### src/rtl/flit_vc_arbiter.sv
// flit_vc_arbiter: round-robin VC selection with per-VC credit tracking and a
// one-entry registered output stage tagged with the granted VC.
module flit_vc_arbiter #(
  parameter int unsigned LOG_NVCS    = 1,
  parameter int unsigned FLIT_WIDTH  = 36,
  parameter int unsigned MAX_CREDITS = 8,
  parameter int unsigned CW          = 4
) (
  input  logic                                clock,
  input  logic                                reset,
  input  logic                                enable,
  input  logic [(FLIT_WIDTH<<LOG_NVCS)-1:0]   flit_in,
  input  logic [(1<<LOG_NVCS)-1:0]            flit_in_valid,
  output logic [(1<<LOG_NVCS)-1:0]            dequeue,
  output logic [FLIT_WIDTH-1:0]               flit_out,
  output logic [LOG_NVCS-1:0]                 flit_out_vc,
  output logic                                flit_out_valid,
  input  logic                                flit_out_ready,
  input  logic                                credit_in_valid,
  input  logic [LOG_NVCS-1:0]                 credit_in_vc,
  output logic [(CW<<LOG_NVCS)-1:0]           credit_count,
  output logic                                error
);

  localparam int unsigned NVCS = 1 << LOG_NVCS;
  localparam logic [CW-1:0] MAX_CNT = CW'(MAX_CREDITS);

  logic                            flit_out_valid_q, flit_out_valid_d;
  logic [FLIT_WIDTH-1:0]           flit_out_q, flit_out_d;
  logic [LOG_NVCS-1:0]             flit_out_vc_q, flit_out_vc_d;
  logic [LOG_NVCS-1:0]             ptr_q, ptr_d;
  logic [NVCS-1:0][CW-1:0]         credit_q, credit_d;
  logic                            error_q, error_d;

  logic [NVCS-1:0]                 elig;
  logic                            free;
  logic                            grant;
  logic                            found;
  logic [LOG_NVCS-1:0]             scan_idx;
  logic [LOG_NVCS-1:0]             winner;
  logic [FLIT_WIDTH-1:0]           win_flit;
  logic [NVCS-1:0]                 cred_dec;
  logic [NVCS-1:0]                 cred_inc;

  // A VC may compete only with a head flit and at least one downstream credit
  always_comb begin
    elig = '0;
    for (int v = 0; v < NVCS; v++) begin
      elig[v] = flit_in_valid[v] && (credit_q[v] != '0);
    end
  end

  // Rotating-priority scan starting at the RR pointer
  always_comb begin
    winner   = ptr_q;
    found    = 1'b0;
    scan_idx = ptr_q;
    for (int i = 0; i < NVCS; i++) begin
      scan_idx = ptr_q + LOG_NVCS'(i);
      if (!found && elig[scan_idx]) begin
        winner = scan_idx;
        found  = 1'b1;
      end
    end
  end

  // Grant qualification; reset gating keeps dequeue low while in reset
  always_comb begin
    free  = !flit_out_valid_q || flit_out_ready;
    grant = reset && enable && free && (|elig);
  end

  // Select winner's flit slice and form the one-hot pop strobe
  always_comb begin
    win_flit = '0;
    dequeue  = '0;
    for (int v = 0; v < NVCS; v++) begin
      if (winner == LOG_NVCS'(v)) begin
        win_flit = flit_in[v*FLIT_WIDTH +: FLIT_WIDTH];
      end
    end
    if (grant) begin
      dequeue[winner] = 1'b1;
    end
  end

  // Per-VC credit consume/return events for this cycle
  always_comb begin
    cred_dec = '0;
    cred_inc = '0;
    for (int v = 0; v < NVCS; v++) begin
      cred_dec[v] = grant && (winner == LOG_NVCS'(v));
      cred_inc[v] = credit_in_valid && (credit_in_vc == LOG_NVCS'(v));
    end
  end

  // Next-state: output stage, RR pointer, credits and sticky overflow flag
  always_comb begin
    flit_out_valid_d = flit_out_valid_q;
    flit_out_d       = flit_out_q;
    flit_out_vc_d    = flit_out_vc_q;
    ptr_d            = ptr_q;
    credit_d         = credit_q;
    error_d          = error_q;

    if (grant) begin
      flit_out_valid_d = 1'b1;
      flit_out_d       = win_flit;
      flit_out_vc_d    = winner;
      ptr_d            = winner + LOG_NVCS'(1);
    end else if (enable && flit_out_valid_q && flit_out_ready) begin
      flit_out_valid_d = 1'b0;
    end

    for (int v = 0; v < NVCS; v++) begin
      if (cred_inc[v] && !cred_dec[v]) begin
        if (credit_q[v] == MAX_CNT) begin
          error_d = 1'b1;
        end else begin
          credit_d[v] = credit_q[v] + CW'(1);
        end
      end else if (cred_dec[v] && !cred_inc[v]) begin
        credit_d[v] = credit_q[v] - CW'(1);
      end
    end
  end

  // State registers
  always_ff @(posedge clock or negedge reset) begin
    if (!reset) begin
      flit_out_valid_q <= 1'b0;
      flit_out_q       <= '0;
      flit_out_vc_q    <= '0;
      ptr_q            <= '0;
      credit_q         <= {NVCS{MAX_CNT}};
      error_q          <= 1'b0;
    end else begin
      flit_out_valid_q <= flit_out_valid_d;
      flit_out_q       <= flit_out_d;
      flit_out_vc_q    <= flit_out_vc_d;
      ptr_q            <= ptr_d;
      credit_q         <= credit_d;
      error_q          <= error_d;
    end
  end

  assign flit_out_valid = flit_out_valid_q;
  assign flit_out       = flit_out_q;
  assign flit_out_vc    = flit_out_vc_q;
  assign credit_count   = credit_q;
  assign error          = error_q;

endmodule

### config.mk
export PLATFORM = sky130hd
export DESIGN_NAME = flit_vc_arbiter
export DESIGN_NICKNAME = d
export VERILOG_FILES = /design/src/rtl/flit_vc_arbiter.sv
export SDC_FILE = /design/constraint.sdc
export NUM_CORES = 1
export LEC_CHECK = 0
export CORE_UTILIZATION = 35
export DETAILED_ROUTE_END_ITERATION = 10
export GPL_TIMING_DRIVEN = 0
export PLACE_DENSITY = 0.77
export SYNTH_ARGS = -nofsm -noshare
export SYNTH_HDL_FRONTEND = slang
export SYNTH_SLANG_ARGS = --single-unit
### constraint.sdc
create_clock -name clock -period 2.5 [get_ports clock]
set_input_delay 0.5 -clock clock [delete_from_list [all_inputs] [get_ports clock]]
set_output_delay 0.5 -clock clock [all_outputs]
set_load 0.02 [all_outputs]
==> run metrics, run 1 <==
latest clock arrival within the worst-skew pair=0.30 ns; maximum capacitance violations=0; vias after detailed routing=2317; GRT Overall Usage=20.8%; total number of yosys warnings=0; height of the die=83.0 microns; Synth Net Count=315; final worst path period need=2.50 ns; Hold Vio Cnt, Final=0; total wire length after detailed routing=7000 microns; critical path, cell by cell=o41ai_4 -> buf_4 -> a21oi_2 -> and2_4 -> nor2_4 -> inv_2 -> ha_4 -> a21o_1 -> a21oi_2 -> buf_4 -> nor4_1 -> o22ai_2; I/O Pins=129; number of design rule violations left after detail routing=0; first-pass iteration count of the detailed router=6; total overflow reported by the global router=0; post-route worst hold slack=0.0964 ns; DP Cell Count=435; TritonCTS Buffers=5; number of rows created at floorplan=29; async set-reset flop share out of synthesis=100%; total of hold buffers inserted after clock tree synthesis=0; clock sink total=48; setup-violating endpoint count in the final report=0; vias in the first global route=2454; synthesis-stage register bit count=48; per-cell routed wire length=15.2 microns; clock transition at the registers of the reported paths=0.09 ns; total inserted antenna cells=0; gate count after technology mapping=229; Slowest Stage Delay on Critical Path=0.44 ns; CP Launch Type=flop; core area=6350 sq um; global-route wire length before repair=11600 microns; category of the most critical setup path=reg2reg; Setup crit end kind=flop; most used flip-flop cell after synthesis=sky130_fd_sc_hd__dfrtp_1; fmax=400 MHz; Worst Clk Skew=0.00490 ns; Via-to-Cell Ratio=5.04; class of the tightest hold or removal check=in2async; fraction of layout cells with a size suffix above 1=18.3%; clock root buffer=sky130_fd_sc_hd__clkbuf_8; total count of max-transition violations in the final report=0; total die area=6880 sq um; worst-case register-to-register setup slack=0.003 ns; main area contributors after synthesis=sky130_fd_sc_hd__dfrtp_1 50%, sky130_fd_sc_hd__nand2_1 13%, sky130_fd_sc_hd__a22oi_1 12%, sky130_fd_sc_hd__dfstp_2 2.3%, sky130_fd_sc_hd__ha_1 2.2%; number of fillers in the final layout=534; cell area after technology mapping=2290 sq um; Worst Path Max Fanout=5; Leakage=1.81 nW; Antenna Nets Post-Route=0; count of cell types in the netlist=37; HPWL after detailed placement=4970 microns; biggest area consumer among synthesized cells=sky130_fd_sc_hd__dfrtp_1; Tcrit/Tclk final=99.9%; worst endpoint required time=2.72 ns; First DRT Iteration DRCs=59; worst voltage drop across the vdd grid=0.584 mV; EDFF count, synth=0; H-tree depth=2; initial antenna violation count=0; Initial Util=36.1%; ratio of total power to cell area=1070 nW/um^2; number of port buffers=128; sequential area share after synthesis=52.5%; worst endpoint data arrival time=2.71 ns; clock tree from TritonCTS=yes; slew at the pin with the worst max-slew slack=0.553 ns; outcome=completed; Slew Limit Headroom=62.6%; pin count of the biggest net entering global routing=26; Die Wd=83.0 microns; area growth from synthesis to layout=77.0%; Critical Path Slowest Stage Cell=sky130_fd_sc_hd__dfrtp_2; fin cells=460; setup repair after global routing missed its margin=yes; Mean Syn Cell Area=10.0 sq um; weighted congestion reported at the end of routability-driven placement=0.811; area share of the largest cell type after synthesis=50.2%; fin nets=468; clock buffer depth=2
cell usage in the layout, fill, tap and decap left out, drive strengths merged, types with 3 or more instances in the layout:
cell,n
dfrtp,46
clkdlybuf4s50,124
nor2,7
a21oi,5
a22o,4
nand2,78
ha,4
clkbuf,8
a22oi,36
xor2,3
buf,33
mux2,4
repair_timing:
action,CTS,global route
gates cloned,0,0
pin swaps,6,15
resized for setup,26,12
buffers inserted,8,11
endpoints found under the setup margin,6,5
where the power goes:
part           internal [W]  switching [W]  total [W]
registers           0.00115       0.000280    0.00143
clock network      0.000353       0.000260   0.000613
logic               0.00120        0.00108    0.00228
total               0.00270        0.00162    0.00432
final cells by class:
cell class	count	area, sq um	share of cell area, %
sequential	48	1210	29.8
timing repair buffer	148	1440	35.5
buffer	11	58.8	1.45
clock inverter	1	30.0	0.740
tap	77	96.3	2.37
clock buffer	7	96.3	2.37
inverter	2	10.0	0.247
multi-input combinational	166	1120	27.6
worst max-delay path: cells and delay by family (launching register included):
kind	cells	cell delay, ns
AOI/OAI and AO/OA	5	0.77
adders and majority gates	1	0.26
buffers and inverters	3	0.37
DFF	1	0.44
and+or+nand+nor	3	0.58
synthesized netlist by cell type (2+ instances only):
cell / n
sky130_fd_sc_hd__a22oi_1: 36
sky130_fd_sc_hd__a21oi_1: 4
sky130_fd_sc_hd__mux2_2: 2
sky130_fd_sc_hd__mux2_4: 2
sky130_fd_sc_hd__buf_2: 9
sky130_fd_sc_hd__fa_1: 2
sky130_fd_sc_hd__o22ai_1: 2
sky130_fd_sc_hd__nor4b_1: 2
sky130_fd_sc_hd__inv_1: 2
sky130_fd_sc_hd__dfstp_2: 2
sky130_fd_sc_hd__clkbuf_1: 2
sky130_fd_sc_hd__o31a_1: 2
sky130_fd_sc_hd__a22o_1: 4
sky130_fd_sc_hd__a21o_1: 2
sky130_fd_sc_hd__xor2_1: 3
sky130_fd_sc_hd__nor2_1: 7
sky130_fd_sc_hd__dfrtp_1: 46
sky130_fd_sc_hd__nand2_1: 78
sky130_fd_sc_hd__ha_1: 4
flip-flops by register name, indices dropped and copies added, names as in the netlist:
signal	cells
credit_count	8
flit_out_vc	1
flit_out_valid	1
ptr_q	1
flit_out	36
error	1
final timing paths:
path | startpoint | end | cells after the start
min in group clock | error$_DFF_PN0_ | error$_DFF_PN0_ | 1
worst max register to register | credit_count[0]$_DFFE_PN0P_ | credit_count[3]$_DFFE_PN1P_ | 12
worst min-delay path | reset | credit_count[2]$_DFFE_PN0P_ | 1
worst min register to register | error$_DFF_PN0_ | error$_DFF_PN0_ | 1
max in group asynchronous | reset | credit_count[3]$_DFFE_PN1P_ | 2
worst max-delay path | credit_count[0]$_DFFE_PN0P_ | credit_count[3]$_DFFE_PN1P_ | 12
through the flow:
step	util, %	worst slack [ns]	cell area (sq um)	power (W)	TNS (ns)
after floorplan	-	0.00949	2310	0.00249	0
after global placement	58.1	-2.45	3690	0.00348	-109.72
after detailed placement	58.3	-0.816	3700	0.00354	-8.92
after CTS	62.0	0.000446	3940	0.00429	0
after global routing	63.9	-0.125	4060	0.00459	-0.216
final	63.9	0.00308	4060	0.00432	0
layer usage:
| metal | global-route usage (%) | wire, microns | vias up | part of all wire [%] |
|---|---|---|---|---|
| li1 | - | - | 1113 | - |
| met1 | 26.1 | 2980 | 1107 | 43 |
| met2 | 36.1 | 3500 | 88 | 50 |
| met3 | 3.68 | 399 | 9 | 5.7 |
| met4 | 6.74 | 118 | 0 | 1.7 |
| met5 | 0 | 0 | - | 0 |
cells by family after synthesis:
logic type	count (synthesis)	share of synthesized area, %
muxes	4	2.29
adders and majority gates	6	3.93
buffers and inverters	15	3.44
xor gates and xnor gates	3	1.15
DFF	48	52.5
AOI/OAI and AO/OA	58	19.5
and+or+nand+nor	95	17.2
Note: power is estimated with default switching activity, not from simulation.
==> run 2: changes to the inputs <==
--- a/config.mk
+++ b/config.mk
@@ -6,6 +6,7 @@
 export NUM_CORES = 1
 export LEC_CHECK = 0
 export CORE_UTILIZATION = 35
+export CTS_CLUSTER_SIZE = 28
 export DETAILED_ROUTE_END_ITERATION = 10
 export GPL_TIMING_DRIVEN = 0
 export PLACE_DENSITY = 0.77
==> results of run 2 <==
Same layout as run 1: the final DEF is identical, and so are final timing and power.
==> run 3: changes to the inputs <==
--- a/config.mk
+++ b/config.mk
@@ -5,6 +5,7 @@
 export SDC_FILE = /design/constraint.sdc
 export NUM_CORES = 1
 export LEC_CHECK = 0
+export CAP_MARGIN = 10
 export CORE_UTILIZATION = 35
 export CTS_CLUSTER_SIZE = 28
 export DETAILED_ROUTE_END_ITERATION = 10
==> results of run 3 <==
Same layout as run 1: the final DEF is identical, and so are final timing and power.
